### src/rtl/de_pipe_reg_pkg.sv
// ============================================================================
// de_pipe_reg_pkg : HILO op codes and D/E pipeline FSM state encodings
// Rev 1.0
// ============================================================================
`default_nettype none

package de_pipe_reg_pkg;

  localparam logic [3:0] HILO_none  = 4'd0;
  localparam logic [3:0] HILO_mult  = 4'd1;
  localparam logic [3:0] HILO_multu = 4'd2;
  localparam logic [3:0] HILO_div   = 4'd3;
  localparam logic [3:0] HILO_divu  = 4'd4;
  localparam logic [3:0] HILO_mfhi  = 4'd5;
  localparam logic [3:0] HILO_mflo  = 4'd6;
  localparam logic [3:0] HILO_mthi  = 4'd7;
  localparam logic [3:0] HILO_mtlo  = 4'd8;

  localparam int         ST_W       = 1;
  localparam logic [ST_W-1:0] ST_RUN     = 1'b0;
  localparam logic [ST_W-1:0] ST_MD_HOLD = 1'b1;

endpackage

`default_nettype wire

### src/rtl/de_pipe_reg.sv
// ============================================================================
// de_pipe_reg : D->E pipeline register with HILO busy stall and bubble insert.
// Optional macro STALL_CNT_EN enables the md-stall cycle counter.
// Rev 1.0
// ============================================================================
`default_nettype none

module de_pipe_reg
  import de_pipe_reg_pkg::*;
(
  input  logic        clk,
  input  logic        reset,
  input  logic [31:0] D_PC,
  input  logic [31:0] D_Instr,
  input  logic [31:0] D_RD1,
  input  logic [31:0] D_RD2,
  input  logic [31:0] D_EXT,
  input  logic [3:0]  D_HILOOp,
  input  logic        HILObusy,
  input  logic        hz_stall,
  output logic [31:0] E_PC,
  output logic [31:0] E_Instr,
  output logic [31:0] E_RD1,
  output logic [31:0] E_RD2,
  output logic [31:0] E_EXT,
  output logic [3:0]  E_HILOOp,
  output logic        E_valid,
  output logic        D_stall,
  output logic [31:0] stall_cnt
);

  logic            w_md_stall;
  logic            w_load;
  logic            w_op_issue;
  logic [ST_W-1:0] r_state;
  logic [ST_W-1:0] w_state_nxt;

  assign w_md_stall = HILObusy && (D_HILOOp != HILO_none);
  assign D_stall    = w_md_stall || hz_stall;

  always_ff @(posedge clk or negedge reset) begin
    if (!reset) r_state <= ST_RUN;
    else        r_state <= w_state_nxt;
  end

  always_comb begin
    w_state_nxt = r_state;
    case (r_state)
      ST_RUN:     if (w_md_stall)  w_state_nxt = ST_MD_HOLD;
      ST_MD_HOLD: if (!w_md_stall) w_state_nxt = ST_RUN;
      default:    w_state_nxt = ST_RUN;
    endcase
  end

  // While holding, an md op may only issue once the unit has gone idle.
  always_comb begin
    w_load     = !D_stall;
    w_op_issue = w_load;
    if (r_state == ST_MD_HOLD) w_op_issue = w_load && !w_md_stall;
  end

  always_ff @(posedge clk or negedge reset) begin
    if (!reset) begin
      E_PC     <= '0;
      E_Instr  <= '0;
      E_RD1    <= '0;
      E_RD2    <= '0;
      E_EXT    <= '0;
      E_HILOOp <= HILO_none;
      E_valid  <= 1'b0;
    end else if (w_load) begin
      E_PC     <= D_PC;
      E_Instr  <= D_Instr;
      E_RD1    <= D_RD1;
      E_RD2    <= D_RD2;
      E_EXT    <= D_EXT;
      E_HILOOp <= w_op_issue ? D_HILOOp : HILO_none;
      E_valid  <= 1'b1;
    end else begin
      E_PC     <= '0;
      E_Instr  <= '0;
      E_RD1    <= '0;
      E_RD2    <= '0;
      E_EXT    <= '0;
      E_HILOOp <= HILO_none;
      E_valid  <= 1'b0;
    end
  end

`ifdef STALL_CNT_EN
  logic [31:0] r_stall_cnt;

  always_ff @(posedge clk or negedge reset) begin
    if (!reset)          r_stall_cnt <= '0;
    else if (w_md_stall) r_stall_cnt <= r_stall_cnt + 32'd1;
  end

  assign stall_cnt = r_stall_cnt;
`else
  assign stall_cnt = '0;
`endif

endmodule

`default_nettype wire

### config.mk
export PLATFORM = sky130hd
export DESIGN_NAME = de_pipe_reg
export DESIGN_NICKNAME = d
export VERILOG_FILES = /design/src/rtl/de_pipe_reg_pkg.sv /design/src/rtl/de_pipe_reg.sv
export SDC_FILE = /design/constraint.sdc
export NUM_CORES = 1
export LEC_CHECK = 0
export ABC_AREA = 1
export BUFFER_PORTS_ARGS = -buffer_cell sky130_fd_sc_hd__buf_2
export CORE_AREA = 2 2 141 143
export CTS_CLUSTER_DIAMETER = 30
export DETAILED_ROUTE_END_ITERATION = 8
export DIE_AREA = 0 0 143 145
export HOLD_SLACK_MARGIN = 0.02
export MAX_ROUTING_LAYER = met4
export PLACE_DENSITY = 0.65
export SKIP_LAST_GASP = 1
export SYNTH_ARGS = -nofsm -noshare
export SYNTH_HDL_FRONTEND = slang
export SYNTH_SLANG_ARGS = --single-unit
### constraint.sdc
create_clock -name clk -period 0.8 [get_ports clk]
set_input_delay 0.04 -clock clk [delete_from_list [all_inputs] [get_ports clk]]
set_output_delay 0.04 -clock clk [all_outputs]
set_load 0.01 [all_outputs]
# ---- Word level (Yosys, flattened, before mapping)
# Index checks and enable logic that the tools add are counted.
dict set report totals {
  inputBits 168
  register_bits 166
  output_inout_bits 198
  elab_cells 24
}
dict set report classes {
  n_reduce_logical 6
  mux 10
}
# cell n
set ops {}
lappend ops {{2-to-1 mux 32 bit} 5}
lappend ops {{2-to-1 mux 4 bit} 2}
lappend ops {{nonzero test 4 bit} 1}
lappend ops {{2-to-1 mux 1 bit} 3}
lappend ops {{logical AND 1 bit} 2}
lappend ops {{logical NOT 1 bit} 2}
lappend ops {{logical OR 1 bit} 1}

# ---- Depth between registers and ports, before layout
# Gate-level depths: netlist of the first run.
dict set report logic_depth {
  depth_word 8
  depth_mapped 7
  mapped_depth_nobuf 5
}

# ---- Worst setup path after synthesis of the first run
# OpenSTA, ideal clock, no wires.
dict set report synth_timing {
  path_type {input -> register}
  start {input D_HILOOp[3]}
  end {register E_EXT[0]}
  setup_slack_ns 0.041
  setup_time_ns 0.067
  arrival_time_ns 0.692
  stages 7
  path_cell_list {nor2_1 > nand2_1 > nand2_2 > nand2_4 > buf_12 > buf_12 > nor2_4}
}
dict set report synth_between {
  elab_chain_len 4
}
# element line_no
set synth_lines {}
lappend synth_lines {{start, declared} de_pipe_reg.sv:18} ;# input logic [3:0] D_HILOOp,
lappend synth_lines {{nonzero test 4 bit} de_pipe_reg.sv:38} ;# assign w_md_stall = HILObusy && (D_HILOOp != HILO_none);
lappend synth_lines {{logical AND 1 bit} de_pipe_reg.sv:38}
lappend synth_lines {{logical OR 1 bit} de_pipe_reg.sv:39} ;# assign D_stall = w_md_stall || hz_stall;
lappend synth_lines {{2-to-1 mux 32 bit} de_pipe_reg.sv:71} ;# end else if (w_load) begin
lappend synth_lines {{end signal, assigned} de_pipe_reg.sv:68} ;# E_EXT <= '0;
lappend synth_lines {{end signal, assigned} de_pipe_reg.sv:76} ;# E_EXT <= D_EXT;
lappend synth_lines {{end signal, assigned} de_pipe_reg.sv:84} ;# E_EXT <= '0;
lappend synth_lines {{end, declared} de_pipe_reg.sv:25} ;# output logic [31:0] E_EXT,
# Every way passes these cells.

# ---- Worst setup path in the final report of the first run
dict set report layout_timing {
  start {register E_RD2[23]}
  end {output E_RD2[23]}
}
# element line_no
set layout_rtl {}
lappend layout_rtl {{start, declared} de_pipe_reg.sv:24} ;# output logic [31:0] E_RD2,
lappend layout_rtl {{start signal, assigned} de_pipe_reg.sv:67} ;# E_RD2 <= '0;
lappend layout_rtl {{start signal, assigned} de_pipe_reg.sv:75} ;# E_RD2 <= D_RD2;
lappend layout_rtl {{start signal, assigned} de_pipe_reg.sv:83} ;# E_RD2 <= '0;
# No word-level cell between the ends.

==> flow_summary.yaml, run 1 <==
clocking:
  cts_tree: "yes"
  ctsHoldBuffers: 166
  cts_buffers: 17
  cts_buffer_depth: 2
  path_clk_slew_ps: 70
  cts.sink_count: 165
  htree_num_levels: 4
  root_buffer: "clkbuf_16"
run_status:
  violations: "hold timing, setup timing"
  status: "finished with violations"
timing:
  slew_violations: 0
  postLayoutSetupSlackWorst_ps: -223.2
  hold_ws_ps: -35.99
  max_freq_mhz: 977.4
  setup_viol: 165
  period_needed_ps: 1023
  grt_setup_unrepaired: "true"
  fin_tns_setup_ps: -25400
  hold_violations: 9
  finalCritPeriodShare_pct: 127.9
synthesis:
  yosysWarningCount: 0
  synth_cell_types: 12
  postSynthCellCount: 551
  syn_area_um2: 6678
  syn-mean-instance-area_um2: 12.12
  netlist.area_leader.share_pct: 61.83
  ys_seq_area_share_pct: 61.83
  ys_ff_latch: 165
  ys_top_cells_by_area: "dfrtp_1 (62%), nor2_4 (17%), inv_1 (9.3%), nor2_1 (3.7%), buf_4 (3.6%)"
  synth_area_leader_cell: "dfrtp_1"
drt:
  drc_errors: 0
  wl_um: 18680
  ant_nets: 0
  drt_iter0_markers: 130
  via_per_inst: 3.911
  num_vias: 5327
  drt-wirelength-per-cell_um: 13.71
  dr.pass1.iters: 4
setup_path:
  cp_slowest_stage_delay_ps: 410
  cp.arrival_ps: 980
  required_ps: 760
  crit_fanout: 1
  crit_chain: "buf_2"
  cp_num_buf_inv: 1
  slowest_stage: "dfrtp_1"
  end_kind: "output port"
  start_kind: "register"
  timing_worst_setup_path_type: "register to output port"
  crit_family: "flip-flops"
power_and_ir_drop:
  p_leak_nw: 6.367
  peakVddDrop_mv: 1.342
  power_density_nw_per_um2: 1741
global_route:
  grt_max_degree: 35
  grt_usage_pct: 18.45
  grt_overflow: 0
  grt_pass1_wl_um: 28760
  antenna_found_initial: 1
  grt_pass1_vias: 5868
layout:
  stdcell_area_um2: 11350
  nets: 1251
  n_fill_cell: 1455
  final_util_pct: 59.09
  syn_to_final_growth_pct: 69.96
  drive_gt1_share_pct: 45.71
  layout_common_cells: "buf_2 (267), inv_1 (166), dfrtp_1 (165), dlygate4sd3_1 (165), nor2_4 (100)"
  layout_commonest_cell: "buf_2"
die:
  start_util_pct: 34.77
  die-area_um2: 20740
  fp.dieW_um: 143
  die_y_um: 145
  num_rows: 51
  core_um2: 19210
  boundaryPins: 366
hold_path:
  hold-path-cell-count: 4
  worstHoldPathType: "input pin to register"
  min_from: "hz_stall"
  hold_end: "E_RD2[7]"
placement:
  placed_area_um2: 8716
  gp_congestion: 0.8041
  place_ws_ps: -286.3
  dp_hpwl_um: 11710
  io_buffers: 333
run:
  drv_cap: 0
-- report_power, final --
part           leakage, nW  switching [mW]  total, mW  internal [mW]
logic                 3.89            1.57       3.25           1.69
registers             2.21           0.134       8.82           8.69
clock network        0.262            3.53       7.68           4.16
total                 6.37            5.23       19.8           14.5
-- through the flow --
stage / std cells / power (mW)
after floorplan: 582 / 10.29
after global placement: 1163 / 11.33
after detailed placement: 1163 / 11.36
after CTS: 1362 / 19.90
after global routing: 1362 / 20.66
final: 1362 / 19.76
-- synthesized netlist by cell type --
cell type  number
inv_1         166
buf_2           2
buf_6           5
nand2_1         1
nor2_4        100
nand2_4         1
buf_12         11
nand2_2         1
dfrtp_1       165
buf_4          32
conb_1          1
nor2_1         66
-- sequential cells by signal, indices dropped and copies added, names as in the netlist --
| register | flops |
|---|---|
| E_PC | 32 |
| E_RD1 | 32 |
| E_Instr | 32 |
| E_HILOOp | 4 |
| E_valid | 1 |
| E_RD2 | 32 |
| E_EXT | 32 |
-- worst max-delay path by stage --
stage                      startpoint   endpoint  cells after the start
after detailed placement  D_HILOOp[0]   E_EXT[9]                      8
after global routing        E_RD1[23]  E_RD1[23]                      1
after global placement    D_HILOOp[3]  E_EXT[12]                      8
final                       E_RD2[23]  E_RD2[23]                      1
after floorplan           D_HILOOp[3]   E_EXT[0]                      7
after CTS                   E_RD2[23]  E_RD2[23]                      1
-- final cells by class --
cell class              count  area [um^2]  area share, %
repair buffers            532         4178          36.81
clock inverters            13        116.4          1.025
flip-flops and latches    165         4129          36.38
inverters                 166        623.1          5.490
clock buffers              19        442.9          3.903
multi-input cells         201         1526          13.45
diodes                      1        2.502        0.02205
well taps                 265        331.6          2.921
-- timing repair --
action	CTS	global route
pin swaps	2	1
setup endpoints to repair	166	188
gates resized for setup	32	36
setup buffers	2	0
hold endpoints to repair	330	9
-- per-layer routing --
metal  vias to the layer above  GRT usage, %  part of all wire (%)
li1                       2490             -                     -
met1                      2526         18.89                    36
met2                       271         32.75                    54
met3                        40         4.884                   7.6
met4                         0         8.218                   2.8
met5                         -             -                     0
-- cells by family (layout without fill, tap and decap cells) --
logic type,Yosys count,after routing,synth area share (%)
AND/OR/NAND/NOR,169,169,20.89
buffers and inverters,216,730,17.22
other,1,33,0.05616
flip-flops,165,165,61.83
-- worst min-delay path, stage by stage --
cell,delay (ps)
buf_2,80
inv_1,80
nand2_8,110
nor2_1,40
Note: power is estimated with default switching activity, not from simulation.
==> run 2: changes to the inputs <==
--- a/config.mk
+++ b/config.mk
@@ -5,7 +5,7 @@
 export SDC_FILE = /design/constraint.sdc
 export NUM_CORES = 1
 export LEC_CHECK = 0
-export ABC_AREA = 1
+export ABC_AREA = 0
 export BUFFER_PORTS_ARGS = -buffer_cell sky130_fd_sc_hd__buf_2
 export CORE_AREA = 2 2 141 143
 export CTS_CLUSTER_DIAMETER = 30
@@ -13,7 +13,6 @@
 export DIE_AREA = 0 0 143 145
 export HOLD_SLACK_MARGIN = 0.02
 export MAX_ROUTING_LAYER = met4
-export PLACE_DENSITY = 0.65
 export SKIP_LAST_GASP = 1
 export SYNTH_ARGS = -nofsm -noshare
 export SYNTH_HDL_FRONTEND = slang
==> run 2 against run 1 <==
  * The flow finishes with violations (setup timing)
  * Hold slack improved by 87 ps
  * Clock power up 4.4%
  * Via count down 4.4%
  * First-iteration DRC count grew 12%
  * Sequential power about the same
  * Final area rose by 0.41%
  * Utilization increased by 0.24 points
  * Power grew 1.9%
  * Critical path depth is 4 higher
  * Global-route usage grew 0.52 points
  * Die area stayed put
  * Wire length is 9.1% higher
  * Critical path type is now input pin to output port
  * Critical endpoint is now D_stall
  * Largest cell class unchanged
  * Largest power group unchanged
==> flow_summary.yaml, run 2 <==
setup_path:
  cp_slowest_stage_delay_ps: 480
  crit_fanout: 2
  timing_worst_setup_path_type: "input pin to output port"
  start_kind: "input pin"
  required_ps: 760
  crit_family: "compound AO/OA/AOI/OAI gates"
  cp.arrival_ps: 1110
  end_kind: "output port"
  slowest_stage: "o41a_4"
  crit_chain: "buf_2, o41a_4, buf_12, or2_4, buf_6"
  cp_num_buf_inv: 3
global_route:
  grt_max_degree: 46
  grt_pass1_vias: 5469
  antenna_found_initial: 0
  grt_usage_pct: 18.97
  grt_pass1_wl_um: 29130
  grt_overflow: 0
layout:
  drive_gt1_share_pct: 56.99
  diodes: 0
  syn_to_final_growth_pct: 82.78
  stdcell_area_um2: 11400
  nets: 1092
  layout_commonest_cell: "buf_2"
  layout_common_cells: "buf_2 (270), dlygate4sd3_1 (167), dfrtp_1 (165)"
  n_fill_cell: 1444
clocking:
  cts_tree: "yes"
  root_buffer: "clkbuf_16"
  htree_num_levels: 4
  cts.sink_count: 165
  cts_buffer_depth: 2
  cts_buffers: 17
  path_clk_slew_ps: 70
synthesis:
  ys_seq_area_share_pct: 66.23
  syn-mean-instance-area_um2: 15.51
  yosysWarningCount: 0
  postSynthCellCount: 402
  synth_edf_count: 0
  async_reset_ff_share_pct: 100.0
  ys_top_cells_by_area: "dfrtp_1 (66%), nor3b_2 (16%), nor3b_1 (9.8%), buf_4 (3.9%), buf_6 (1.6%)"
  netlist.area_leader.share_pct: 66.23
  synth_common_cells: "dfrtp_1 (165), nor3b_1 (81), nor3b_2 (79)"
  syn_area_um2: 6235
  ys_ff_latch: 165
  synth_area_leader_cell: "dfrtp_1"
  synth_ff_type: "dfrtp_1"
  yosysMostFrequentCell: "dfrtp_1"
  synth_cell_types: 13
timing:
  max_freq_mhz: 866.9
  setup_viol: 317
  period_needed_ps: 1154
  grt_setup_unrepaired: "true"
  hold_violations: 0
  finalCritPeriodShare_pct: 144.2
  slew_violations: 0
  postLayoutSetupSlackWorst_ps: -353.6
placement:
  placed_area_um2: 8318
  dp_hpwl_um: 12010
  gp_congestion: 0.8215
  io_buffers: 333
run_status:
  status: "finished with violations"
  violations: "setup timing"
drt:
  via_per_inst: 4.236
  wl_um: 20380
  drc_errors: 0
  num_vias: 5092
  dr.pass1.iters: 4
  drt_iter0_markers: 145
  drt-wirelength-per-cell_um: 16.95
  ant_nets: 0
power_and_ir_drop:
  peakVddDrop_mv: 1.390
  power_density_nw_per_um2: 1766
  p_total_mw: 20.13
  p_leak_nw: 5.651
hold_path:
  worstHoldPathType: "input pin to asynchronous set/reset pin"
die:
  fp.dieW_um: 143
  start_util_pct: 32.46
  boundaryPins: 366
  die-area_um2: 20740
  die_y_um: 145
  num_rows: 51
  core_um2: 19210
run:
  drv_cap: 0
==> run 2: worst paths after layout <==
check | start | end | slack [ps] | cells past startpoint
worst max-delay path | D_HILOOp[1] | D_stall | -350 | 5
worst min-delay path | reset | E_PC[11] | 50 | 2
max in group asynchronous | reset | E_PC[22] | 210 | 3
min in group clk | hz_stall | E_RD1[1] | 100 | 3
==> run 2: area by class of cell <==
type                    instances  area, um^2  area share, %
well taps                     265       331.6          2.910
flip-flops and latches        165        4129          36.23
repair buffers                540        4313          37.85
clock buffers                  18       439.2          3.854
multi-input cells             200        2038          17.89
clock inverters                14       145.1          1.274
==> run 2: repair_timing <==
action                                  4_1_cts  5_1_grt
resized for setup                            53       80
hold endpoints to repair                    329        1
buffers inserted                              2        0
hold buffers                                166        1
pin swaps                                     2        5
endpoints found under the setup margin      284      328
cloned                                        2        4
==> run 2: layer usage <==
| layer | GRT usage, % | wire (um) | vias up |
|---|---|---|---|
| li1 | - | - | 2340 |
| met1 | 20.40 | 7729 | 2454 |
| met2 | 33.33 | 10900 | 255 |
| met3 | 4.257 | 1138 | 43 |
| met4 | 8.069 | 609 | 0 |
| met5 | - | 0 | - |
==> run 2: cells by family (layout without fill, tap and decap cells) <==
kind of cell,Yosys count,in the layout,share of synthesized area (%)
AO/OA/AOI/OAI,1,1,0.1806
buffers and inverters,68,572,7.305
AND/OR/NAND/NOR,167,167,26.23
other,1,32,0.06015
flip-flops,165,165,66.23
==> run 2: per-stage QoR <==
| stage | hold WS, ps | utilization [%] | std cells | setup slack, ps | setup TNS (ps) |
|---|---|---|---|---|---|
| floorplan | -255.6 | - | 433 | -281.5 | -37950 |
| global placement | -67.68 | 43.31 | 996 | -651.1 | -74970 |
| detailed placement | -64.95 | 43.31 | 996 | -629.0 | -77060 |
| CTS | -168.0 | 56.82 | 1198 | -361.6 | -62710 |
| global route | 49.03 | 59.33 | 1202 | -367.3 | -61870 |
| finish | 50.99 | 59.33 | 1202 | -353.6 | -52830 |
==> run 2: report_power, final <==
group          internal, mW  switching, mW  total (mW)
Combinational          1.85           1.45        3.30
Clock                  4.46           3.56        8.02
Sequential             8.69          0.123        8.81
Total                  15.0           5.13        20.1
